<file path="src/rtl/vga_sync_receiver.sv">
// Receiving end of a VGA timing interface: measures line/frame length, locks onto stable
// timing and regenerates per-pixel X/Y coordinates of the active area.
`timescale 1ns/1ps
module vga_sync_receiver #(
    parameter int unsigned CW          = 11,
    parameter int unsigned LOCK_FRAMES = 2,
    parameter int unsigned H_TIMEOUT   = 2047
) (
    input  logic          Clk,
    input  logic          Reset,
    input  logic          pixel_clk,
    input  logic          hs,
    input  logic          vs,
    input  logic          blank,
    input  logic          err_clr,
    output logic          locked,
    output logic          pix_valid,
    output logic [CW-1:0] RxX,
    output logic [CW-1:0] RxY,
    output logic          frame_start,
    output logic [CW-1:0] h_total,
    output logic [CW-1:0] v_total,
    output logic          timing_err
);

    localparam int unsigned MW          = $clog2(LOCK_FRAMES + 1);
    localparam logic [CW-1:0] CNT_MAX   = '1;
    localparam logic [CW-1:0] TIMEOUT_PRE = CW'(H_TIMEOUT - 1);
    localparam logic [MW-1:0] LOCK_N    = MW'(LOCK_FRAMES);

    typedef enum logic [1:0] {SEARCH, MEASURE, LOCKED} state_t;

    state_t        state;
    logic          pixel_clk_q, hs_q, vs_q, blank_q;
    logic [CW-1:0] line_cnt, lines, h_ref;
    logic [MW-1:0] match_cnt;
    logic          have_ref, first_line, frame_bad, y_first;

    logic          tick, hs_fall, vs_fall, blank_rise, timeout;
    logic [CW-1:0] lines_now, h_ref_now;
    logic          frame_bad_now, reload;
    logic [MW-1:0] match_next;

    // Tick/edge detection and the view of this tick's measurements including its own hs fall
    always_comb begin
        tick          = pixel_clk & ~pixel_clk_q;
        hs_fall       = tick & hs_q & ~hs;
        vs_fall       = tick & vs_q & ~vs;
        blank_rise    = tick & ~blank_q & blank;
        lines_now     = (hs_fall && lines != CNT_MAX) ? lines + CW'(1) : lines;
        h_ref_now     = (hs_fall && first_line) ? line_cnt : h_ref;
        frame_bad_now = frame_bad | (hs_fall & ~first_line & (line_cnt != h_ref));
        reload        = frame_bad_now | ~have_ref
                      | (h_ref_now != h_total) | (lines_now != v_total);
        match_next    = reload ? MW'(1) : match_cnt + MW'(1);
        timeout       = tick & ~hs_fall & (line_cnt == TIMEOUT_PRE);
    end

    always_ff @(posedge Clk) begin
        if (Reset) begin
            state       <= SEARCH;
            pixel_clk_q <= 1'b0;
            hs_q        <= 1'b0;
            vs_q        <= 1'b0;
            blank_q     <= 1'b0;
            line_cnt    <= '0;
            lines       <= '0;
            h_ref       <= '0;
            match_cnt   <= '0;
            have_ref    <= 1'b0;
            first_line  <= 1'b0;
            frame_bad   <= 1'b0;
            y_first     <= 1'b0;
            locked      <= 1'b0;
            pix_valid   <= 1'b0;
            RxX         <= '0;
            RxY         <= '0;
            frame_start <= 1'b0;
            h_total     <= '0;
            v_total     <= '0;
            timing_err  <= 1'b0;
        end else begin
            pixel_clk_q <= pixel_clk;
            pix_valid   <= 1'b0;
            frame_start <= 1'b0;
            if (err_clr)
                timing_err <= 1'b0;

            if (tick) begin
                hs_q      <= hs;
                vs_q      <= vs;
                blank_q   <= blank;
                pix_valid <= locked & blank;

                if (hs_fall)
                    line_cnt <= CW'(1);
                else if (line_cnt != CNT_MAX)
                    line_cnt <= line_cnt + CW'(1);
                lines <= vs_fall ? '0 : lines_now;

                if (blank_rise)
                    RxX <= '0;
                else if (blank)
                    RxX <= RxX + CW'(1);

                // First visible line after a vs fall is row 0
                if (blank_rise) begin
                    RxY     <= y_first ? '0 : RxY + CW'(1);
                    y_first <= 1'b0;
                end
                if (vs_fall)
                    y_first <= 1'b1;

                case (state)
                    SEARCH: begin
                        if (vs_fall) begin
                            state      <= MEASURE;
                            match_cnt  <= '0;
                            have_ref   <= 1'b0;
                            first_line <= 1'b1;
                            frame_bad  <= 1'b0;
                        end
                    end
                    MEASURE: begin
                        if (hs_fall) begin
                            h_ref      <= h_ref_now;
                            frame_bad  <= frame_bad_now;
                            first_line <= 1'b0;
                        end
                        if (vs_fall) begin
                            first_line <= 1'b1;
                            frame_bad  <= 1'b0;
                            match_cnt  <= match_next;
                            if (reload) begin
                                h_total  <= h_ref_now;
                                v_total  <= lines_now;
                                have_ref <= 1'b1;
                            end
                            if (match_next >= LOCK_N) begin
                                state  <= LOCKED;
                                locked <= 1'b1;
                            end
                        end
                    end
                    LOCKED: begin
                        if ((hs_fall && line_cnt != h_total) ||
                            (vs_fall && lines_now != v_total)) begin
                            state      <= SEARCH;
                            locked     <= 1'b0;
                            timing_err <= 1'b1;
                        end else if (vs_fall) begin
                            frame_start <= 1'b1;
                        end
                    end
                    default: state <= SEARCH;
                endcase

                // Timeout overrides anything decided above; measurements are held
                if (timeout) begin
                    state      <= SEARCH;
                    locked     <= 1'b0;
                    timing_err <= 1'b1;
                end
            end
        end
    end

endmodule
</file>
<file path="config.mk">
export PLATFORM = sky130hd
export DESIGN_NAME = vga_sync_receiver
export DESIGN_NICKNAME = d
export VERILOG_FILES = /design/src/rtl/vga_sync_receiver.sv
export SDC_FILE = /design/constraint.sdc
export NUM_CORES = 1
export LEC_CHECK = 0
export CORE_MARGIN = 1
export CORE_UTILIZATION = 50
export CTS_BUF_LIST = sky130_fd_sc_hd__clkbuf_2
export CTS_CLUSTER_DIAMETER = 30
export DETAILED_ROUTE_END_ITERATION = 7
export PLACE_DENSITY = 0.79
export SETUP_SLACK_MARGIN = 0.2
export SLEW_MARGIN = 20
export SYNTH_ARGS = -nofsm -noshare
export SYNTH_HDL_FRONTEND = slang
export SYNTH_SLANG_ARGS = --single-unit
export TNS_END_PERCENT = 20
</file>
<file path="constraint.sdc">
create_clock -name Clk -period 3.3 [get_ports Clk]
set_input_delay 0.33 -clock Clk [delete_from_list [all_inputs] [get_ports Clk]]
set_output_delay 0.33 -clock Clk [all_outputs]
set_load 0.01 [all_outputs]
</file>
Word level (Yosys, flattened, before mapping) --
Index checks and enable logic that the tools add are counted.
Storage, ports and cells: bits in read-only memories 0, bits in latches 0, memory bits (writable) 0, memories 0, bits in registers 93, logic and storage cells 135, input port bits 7
Operators by class: reduce and logical (&&, ||, !) cells 24, bitwise logic cells 25, $lt $le $gt $ge 1, multiply operators 0, equality and inequality tests 17, divide/modulo/power cells 0, $add $sub $neg 5, shifts and indexed selects 0, muxes and demuxes 42
Operators by type and width (number):
- 11-bit two-way mux | 8
- 11-bit by 1-bit adder with 11-bit output, second input constant | 4
- 11-bit != test | 4
- 11-bit != test, second input constant | 2
- 1-bit two-way mux | 20
- 2-bit two-way mux | 8
- 3-bit != test, second input constant | 5
- 5-bit AND reduction | 3
- 1-bit AND | 12
- 4-bit AND reduction | 3
- 11-bit == test, second input constant | 1
- 1-bit inverter | 9
- 1-bit case mux with 2 select lines | 4
- 2-bit AND reduction | 4
- 2-bit nonzero test | 4
- 2-bit != test, second input constant | 3
- 2-bit case mux with 3 select lines | 1
- 1-bit logical AND | 4
- 1-bit bitwise OR | 4
- 2-bit case mux with 2 select lines | 1
- 4-bit OR reduction | 1
- 3-bit AND reduction | 1
- 3-bit nonzero test | 1
- 2-bit by 1-bit adder with 2-bit output, second input constant | 1
- 6 further kinds | 6

Logic depth before layout (Yosys ltp) --
Gate-level depths: netlist (run 1).
depth after elaboration 16, gate-level depth with buffers 12, mapped depth without buffers 10

Worst setup path after synthesis (run 1) --
No wires, ideal clock.
path kind register -> register, start register lines[1], end register state[1], setup time 0.068 ns, data arrival time 2.907 ns, cell stages (with the launch flop) 11, path slack 0.326 ns, cells stage by stage dfxtp_1 > ha_1 > nand3_2 > or4_1 > nand3_1 > xnor2_1 > o221ai_1 > or4_4 > a22o_1 > a311o_1 > o21ai_2
On the way: word-level cells in the longest chain between the ends 9, elaborated cells between the ends (all ways) 13, classes of those cells 1 x add/sub; 1 x order compare; 4 x eq/ne; 2 x mux; 1 x bitwise; 4 x reduce/logical
RTL lines:
- from (decl) | RTL line 35 | logic [CW-1:0] line_cnt, lines, h_ref;
- from (signal assigned) | RTL line 99 | lines <= vs_fall ? '0 : lines_now;
- parallel branches: the longest is 2 deep, another holds 11-bit by 1-bit adder with 11-bit output
- 11-bit two-way mux * | RTL line 50 | lines_now = (hs_fall && lines != CNT_MAX) ? lines + CW'(1) : lines;
- 11-bit != test * | RTL line 54, 147
- 1-bit bitwise OR | RTL line 54 | | (h_ref_now != h_total) | (lines_now != v_total);
- 2-bit two-way mux | RTL line 55 | match_next = reload ? MW'(1) : match_cnt + MW'(1);
- 2-bit >= comparator | RTL line 139 | if (match_next >= LOCK_N) begin
- 3-bit != test (no source line)
- 5-bit AND reduction (no source line) *
- to (signal assigned) | RTL line 61 | state <= SEARCH;
- to (signal assigned) | RTL line 140 | state <= LOCKED;
- to (signal assigned) | RTL line 148 | state <= SEARCH;
- to (decl) | RTL line 33 | state_t state;
Mark *: on every way between the ends. A chain may end at the register's enable or synchronous reset.

Worst setup path in the final report (run 1) --
start register lines[0], end register state[1]
Same word-level chain as after synthesis.

==> results of run 1 <==
## logic make-up (layout without fill, tap and decap cells)
logic type / count (synthesis) / after routing / synth area share [%]
compound gates: 110 / 110 / 15.6
xor+xnor: 62 / 62 / 11.1
fa+ha+maj: 5 / 5 / 1.26
buf+inv: 55 / 126 / 4.85
flops: 93 / 93 / 37.4
mux: 20 / 20 / 4.05
simple gates: 249 / 249 / 25.8
## path summary, 6_finish.rpt
check	startpoint	endpoint	slack (ns)	cells after the start
setup / recovery	lines[0]	state[1]	0.26	11
hold / removal	Reset	line_cnt[1]	0.21	2
hold reg to reg	locked	pix_valid	0.49	2
setup reg to reg	lines[0]	state[1]	0.26	11
## power groups by stage
stage,logic [mW],clock network [mW],registers (mW)
final,0.105,0.532,1.15
after detailed placement,0.101,0,1.17
after global placement,0.0984,0,1.17
after floorplan,0.0682,0,1.16
after CTS,0.101,0.543,1.15
after global routing,0.115,0.585,1.15
## state kept, by name, indices dropped and copies added (netlist names)
register and cells:
pix_valid 1, h_total 11, frame_start 1, y_first 1, line_cnt 11, match_cnt 2, RxX 11, vs_q 1
lines 11, hs_q 1, state 2, have_ref 1, timing_err 1, frame_bad 1, pixel_clk_q 1, RxY 11
locked 1, blank_q 1, h_ref 11, first_line 1, v_total 11
## Yosys cell counts, types with 14 or more instances
master	count	area (sq um)
sky130_fd_sc_hd__nor2_1	74	278
sky130_fd_sc_hd__nand2b_1	14	87.6
sky130_fd_sc_hd__nand2_1	51	191
sky130_fd_sc_hd__xor2_1	24	210
sky130_fd_sc_hd__inv_1	19	71.3
sky130_fd_sc_hd__o21ai_0	18	90.1
sky130_fd_sc_hd__mux2i_1	19	190
sky130_fd_sc_hd__nor3_1	17	85.1
sky130_fd_sc_hd__nand3_1	26	130
sky130_fd_sc_hd__a21oi_1	29	145
sky130_fd_sc_hd__nand4_1	15	93.8
sky130_fd_sc_hd__a211oi_1	18	135
sky130_fd_sc_hd__clkbuf_1	21	78.8
sky130_fd_sc_hd__xnor2_1	37	324
sky130_fd_sc_hd__dfxtp_1	93	1860
## metrics by stage
step	area, sq um	setup WS, ns	TNS (ns)	hold WS, ns	instances
2_1_floorplan	4970	0.326	0	0.429	594
3_3_place_gp	5760	-0.0522	-0.0607	0.453	778
6_report	6010	0.258	0	0.212	798
3_5_place_dp	5760	-0.107	-0.242	0.472	778
5_1_grt	6010	0.191	0	0.235	798
4_1_cts	5880	0.212	0	0.181	794
## per-layer routing
layer / up-vias / track usage (%) / share of wire, %
met1: 2174 / 33.2 / 47
met3: 25 / 3.66 / 5.2
met4: 0 / 8.47 / 1.6
met5: - / 0 / 0
li1: 2223 / - / -
met2: 128 / 40.6 / 46
## what timing repair did
| action | 4_1_cts | 5_1_grt |
|---|---|---|
| setup buffers | 0 | 4 |
| pin swaps | 1 | 5 |
| resized for setup | 5 | 20 |
| setup endpoints to repair | 6 | 23 |
| cloned | 0 | 0 |
| hold buffers | 0 | 0 |
## cells in the final DEF, fill, tap and decap left out, types with 3 or more instances in the layout
cell type and instances:
sky130_fd_sc_hd__or3_1 3, sky130_fd_sc_hd__nand3_1 25, sky130_fd_sc_hd__inv_1 19, sky130_fd_sc_hd__and2_1 4, sky130_fd_sc_hd__and3_1 6, sky130_fd_sc_hd__clkdlybuf4s50_1 53, sky130_fd_sc_hd__nand3b_1 3, sky130_fd_sc_hd__buf_4 34
sky130_fd_sc_hd__mux2i_1 19, sky130_fd_sc_hd__nor3_1 15, sky130_fd_sc_hd__a22o_1 4, sky130_fd_sc_hd__nor2b_1 7, sky130_fd_sc_hd__nor4_4 3, sky130_fd_sc_hd__nor2_1 73, sky130_fd_sc_hd__and4_1 4, sky130_fd_sc_hd__dfxtp_1 86
sky130_fd_sc_hd__a21oi_1 28, sky130_fd_sc_hd__a211oi_2 4, sky130_fd_sc_hd__ha_1 4, sky130_fd_sc_hd__xor2_1 24, sky130_fd_sc_hd__nand2_1 51, sky130_fd_sc_hd__clkbuf_2 9, sky130_fd_sc_hd__nand4_1 15, sky130_fd_sc_hd__o22ai_1 7
sky130_fd_sc_hd__o21ai_0 18, sky130_fd_sc_hd__xnor2_1 37, sky130_fd_sc_hd__a211oi_1 18, sky130_fd_sc_hd__nor4_1 5, sky130_fd_sc_hd__dfxtp_2 7, sky130_fd_sc_hd__nand2b_1 14
## critical path: stages (launching register included)
cell	delay, ns
sky130_fd_sc_hd__dfxtp_2	0.42
sky130_fd_sc_hd__ha_4	0.17
sky130_fd_sc_hd__nand3_4	0.11
sky130_fd_sc_hd__nor4_4	0.40
sky130_fd_sc_hd__buf_4	0.18
sky130_fd_sc_hd__nor3_2	0.05
sky130_fd_sc_hd__xor2_1	0.23
sky130_fd_sc_hd__nand4_2	0.17
sky130_fd_sc_hd__or4_4	0.61
sky130_fd_sc_hd__a22o_1	0.22
sky130_fd_sc_hd__a311o_1	0.34
sky130_fd_sc_hd__o21ai_2	0.07
## cell type report
| type | instances | area (sq um) |
|---|---|---|
| inverter | 20 | 75.1 |
| multi-input combinational | 446 | 2970 |
| tap | 133 | 166 |
| sequential | 93 | 1870 |
| clock buffer | 9 | 45.0 |
| fill | 905 | 3720 |
| timing repair buffer | 90 | 822 |
| clock inverter | 7 | 57.6 |
==> Implementation_results.wiki, run 1 <==
{| class="wikitable"
! Metric !! Value
|-
| Synthesized instance count || between 500 and 600
|-
| Final WL || 12500 microns
|-
| Int Power || 1.29 mW
|-
| Antenna violations before repair || 0
|-
| N_diodes || 0
|-
| Total clock buffers created by CTS || 9
|-
| Share of cells above drive strength 1 || 14.0%
|-
| Via count of the first global-routing pass || 4287
|-
| Die Height || about 100 microns
|-
| Number of max-slew violations in the final report || 0
|-
| Count of different cell masters after synthesis || 71
|-
| Final worst path period share || around 90%
|-
| Critical Path RT || ~3.8 ns
|-
| Post-detailed-route count of antenna-violating nets || 0
|-
| Register clock-pin slew on the reported worst setup and hold paths || about 0.28 ns
|-
| Critical Setup Path Class || reg -> reg
|-
| Overall power after layout || between 1.5 and 2 mW
|-
| Number of design rule violations left after detail routing || 0
|-
| Number of nets at the end of the flow || around 670
|-
| Fmax || between 300 and 400 MHz
|-
| Share of synthesized registers carrying an async set or reset || 0%
|-
| Number of buffers on the longest clock path || 2
|-
| Status || finished, final reports clean
|-
| Maximum net fanout on the critical path || 5
|-
| Final GP Congestion || 0.985
|-
| Via count || about 4600
|-
| Crit path time final || ~3.0 ns
|-
| Type of the tightest min-delay check || in -> reg
|-
| Starting utilization of the core area || 51.1%
|-
| Area growth, synth to finish || 20.8%
|-
| Element type at the critical path start || flip-flop
|-
| Synth Cell Area || ~5000 sq um
|-
| Setup Viol. Count Final || 0
|-
| Area inside the core boundary || about 9700 sq um
|-
| Number of enable flip-flop cells after synthesis || 0
|-
| Number of iterations in the first detailed-routing pass || 5
|-
| Level count of the clock H-tree || 3
|-
| Combinational share of power || 5.9%
|-
| Slew of the pin with the lowest slew margin || about 0.64 ns
|-
| Post-detail-place hpwl || between 9000 and 10000 microns
|-
| Wire length per cell || approximately 16 microns
|-
| Sort of element at the end of the critical path || flip-flop
|-
| Clock Tree Root || sky130_fd_sc_hd__clkbuf_2
|-
| Sequential fraction of design power || ~64%
|-
| Arrival time at the worst endpoint || approximately 3.6 ns
|-
| Global Route Usage Sum || 24.8%
|-
| RSZ-0062 raised after global routing || no
|-
| Count of max-cap constraint violations || 0
|-
| Worst setup skew after layout || 0.0437 ns
|-
| Mean post-synth cell area || about 8.4 sq um
|-
| Die outline area || ~10000 sq um
|-
| Part of the Yosys area used for sequential elements || 37.4%
|-
| CTS tree || built
|-
| Ys flop type || sky130_fd_sc_hd__dfxtp_1
|-
| Post-layout util || between 60% and 70%
|-
| Ratio of total power to cell area || ~300 nW/um^2
|-
| Net switching power || between 0.4 and 0.5 mW
|-
| Static Leakage || 2.08 nW
|-
| Post-Synthesis Net Count || around 610
|-
| Detail-routed via count per cell || ~5.7
|-
| Number of ports placed on the die boundary || 55
|-
| Number of placement rows || 36
|-
| Largest net degree at the start of global routing || 32
|-
| Count of input and output buffers || 54
|-
| Global-route wire length before repair || 20400 microns
|-
| Number of DRC violations after detailed-routing iteration 0 || approximately 180
|-
| Number of clock sinks || slightly above 90
|-
| Global-route congestion overflow total || 0
|-
| Share of total power in the clock network || about 30%
|-
| Synthesized flop and latch total || slightly above 90
|-
| Hold violation total from the final report || 0
|-
| Total number of yosys warnings || 0
|-
| Max-Slew Margin vs Limit || between 50% and 60%
|-
| X dimension of the die || just over 100 microns
|-
| Max VDD drop || roughly 0.16 mV
|-
| Switching part of the total || between 20 and 30%
|-
| Latest clock arrival within the worst-skew pair || between 0.5 and 0.6 ns
|}
No activity file was read; power rests on OpenSTA's default activity.
==> run 2: changes to the inputs <==
- GPL_TIMING_DRIVEN: not set -> 0
==> run 2 against run 1 <==
Against the previous run: sequential cell count stayed put; die area stayed put; combinational power is 10% higher; largest cell class unchanged; highest routed layer unchanged.
==> Implementation_results.wiki, run 2 (same netlist as run 1, synthesis figures left out) <==
{| class="wikitable"
! Metric !! Value
|-
| Most frequent cells in the layout || sky130_fd_sc_hd__dfxtp_1 (85), sky130_fd_sc_hd__nor2_1 (73), sky130_fd_sc_hd__clkdlybuf4s50_1 (54)
|-
| Global-route wire length before repair || between 20000 and 25000 microns
|-
| Hold violation total from the final report || 0
|-
| Post-route design area || slightly above 6000 sq um
|-
| Max-Slew Margin vs Limit || between 50 and 60%
|-
| Final WL || 13400 microns
|-
| Post-layout util || 62.2%
|-
| Number of nets at the end of the flow || just under 700
|-
| Arrival time at the worst endpoint || 3.57 ns
|-
| Filler instances || 866
|-
| Area inside the core boundary || 9730 sq um
|-
| Die Height || between 100 and 150 microns
|-
| Global Route Usage Sum || 26.5%
|-
| Number of buffers on the longest clock path || 2
|-
| Critical Path RT || ~3.9 ns
|-
| Crit path time final || approximately 3 ns
|-
| Antenna violations before repair || 0
|-
| Sort of element at the end of the critical path || flip-flop
|-
| Type of the tightest min-delay check || in -> reg
|-
| Global-route congestion overflow total || 0
|-
| Count of max-cap constraint violations || 0
|-
| Largest net degree at the start of global routing || 16
|-
| Via count || approximately 4600
|-
| Status || finished, final reports clean
|-
| RSZ-0062 raised after global routing || no
|-
| Final GP Congestion || 0.977
|-
| Final worst path period share || between 90 and 100%
|-
| Multi-input gate area || roughly 3000 sq um
|-
| Number of DRC violations after detailed-routing iteration 0 || 312
|-
| Number of ports placed on the die boundary || 55
|-
| Share of cells above drive strength 1 || about an eighth
|-
| Worst setup skew after layout || between 0.03 and 0.04 ns
|-
| Critical Setup Path Class || reg -> reg
|-
| Total clock buffers created by CTS || 9
|-
| Number of clock sinks || just over 90
|-
| Level count of the clock H-tree || 3
|-
| Die outline area || ~10000 sq um
|-
| Clock Tree Root || sky130_fd_sc_hd__clkbuf_2
|-
| Area post-placement || around 5700 sq um
|-
| Post-detailed-route count of antenna-violating nets || 0
|-
| Number of placement rows || 36
|-
| Count of hold-fix buffers inserted at cts || 0
|-
| X dimension of the die || between 100 and 150 microns
|-
| Max VDD drop || between 0.2 and 0.25 mV
|-
| Count of input and output buffers || 54
|-
| Slowest CP cell || sky130_fd_sc_hd__or4_4
|-
| Latest clock arrival within the worst-skew pair || 0.60 ns
|-
| Series of cell instances along the critical path || buf_2 > nand2_2 > nor4_4 > buf_4 > nor4_4 > buf_4 > xnor2_1 > o221ai_2 > or4_4 > a22o_1 > a311o_1 > o21ai_2
|-
| Number of design rule violations left after detail routing || 0
|-
| Setup Viol. Count Final || 0
|-
| Register clock-pin slew on the reported worst setup and hold paths || ~0.27 ns
|-
| Slew of the pin with the lowest slew margin || 0.722 ns
|-
| Biggest cell delay along the critical path || slightly below 0.6 ns
|-
| Post-detail-place hpwl || approximately 9500 microns
|-
| CTS tree || built
|-
| Fin Hold WS || between 0.3 and 0.4 ns
|-
| Static Leakage || 2.04 nW
|-
| Number of iterations in the first detailed-routing pass || 5
|-
| Reg area || between 1500 and 2000 sq um
|-
| Starting utilization of the core area || between 50% and 60%
|-
| Detail-routed via count per cell || a little under 6
|-
| Number of max-slew violations in the final report || 0
|-
| Ratio of total power to cell area || around 320 nW/um^2
|-
| Most common cell after layout, fill and taps aside || sky130_fd_sc_hd__dfxtp_1
|-
| N_diodes || 0
|-
| Element type at the critical path start || flip-flop
|-
| Via count of the first global-routing pass || 4178
|-
| Wire length per cell || 16.7 microns
|-
| Area growth, synth to finish || 21.7%
|-
| Fmax || about 330 MHz
|-
| Maximum net fanout on the critical path || 8
|}
-- run 2: cell types whose count changed in the layout (fill, tap and decap cells not counted), sizes merged --
cell	change
inv	-3
buf	-19
clkbuf	+23
bufinv	+2
clkdlybuf4s50	+1
-- run 2: critical path, delay by kind of cell (launching register included) --
family | cells | cell delay, ns
flops | 1 | 0.36
buf+inv | 3 | 0.55
compound gates | 4 | 0.76
simple gates | 4 | 1.13
xor+xnor | 1 | 0.17
-- run 2: cell type report --
type	count	area share (%)
flip-flops and latches	93	31.0
inverters	20	1.24
clock inverters	6	1.47
plain buffers	35	3.04
well taps	133	2.75
multi-input cells	446	50.1
repair buffers	60	9.68
clock buffers	9	0.744
-- run 2: final timing paths --
path | end | cells after the start | from | slack [ns]
setup / recovery | state[1] | 12 | lines[7] | 0.29
hold / removal | timing_err | 2 | err_clr | 0.33
setup reg to reg | state[1] | 12 | lines[7] | 0.29
hold reg to reg | pix_valid | 2 | locked | 0.48
-- run 2: timing repair --
action,in CTS,in global routing
endpoints found under the hold margin,0,0
pin swaps,4,8
buffers inserted,1,5
gates resized for setup,13,30
endpoints found under the setup margin,27,25
-- run 2: stage by stage --
stage | worst slack, ns | instances | setup TNS, ns | power [mW]
after CTS | 0.226 | 797 | 0 | 1.92
after global placement | -0.419 | 781 | -8.99 | 1.27
final | 0.294 | 802 | 0 | 1.93
after detailed placement | -0.499 | 781 | -9.37 | 1.27
after floorplan | 0.326 | 594 | 0 | 1.23
after global routing | 0.189 | 802 | 0 | 1.98
-- run 2: layer usage --
metal	wire length [microns]	GRT usage, %	up-vias
li1	-	-	2225
met1	6170	36.6	2210
met2	6070	41.1	179
met3	910	3.93	26
met4	266	11.7	0
met5	0	0	-
-- run 2: power by group --
part	total [mW]	leakage (nW)	internal, mW	switching (mW)
registers	1.15	0.754	1.14	0.0107
logic	0.116	1.21	0.0436	0.0724
clock network	0.663	0.0740	0.245	0.418
==> run 3: changes to the inputs <==
- CTS_CLUSTER_SIZE: not set -> 20
- SLEW_MARGIN: 20 -> not set
==> results of run 3 <==
Final layout, timing and power as in run 2 (identical DEF).
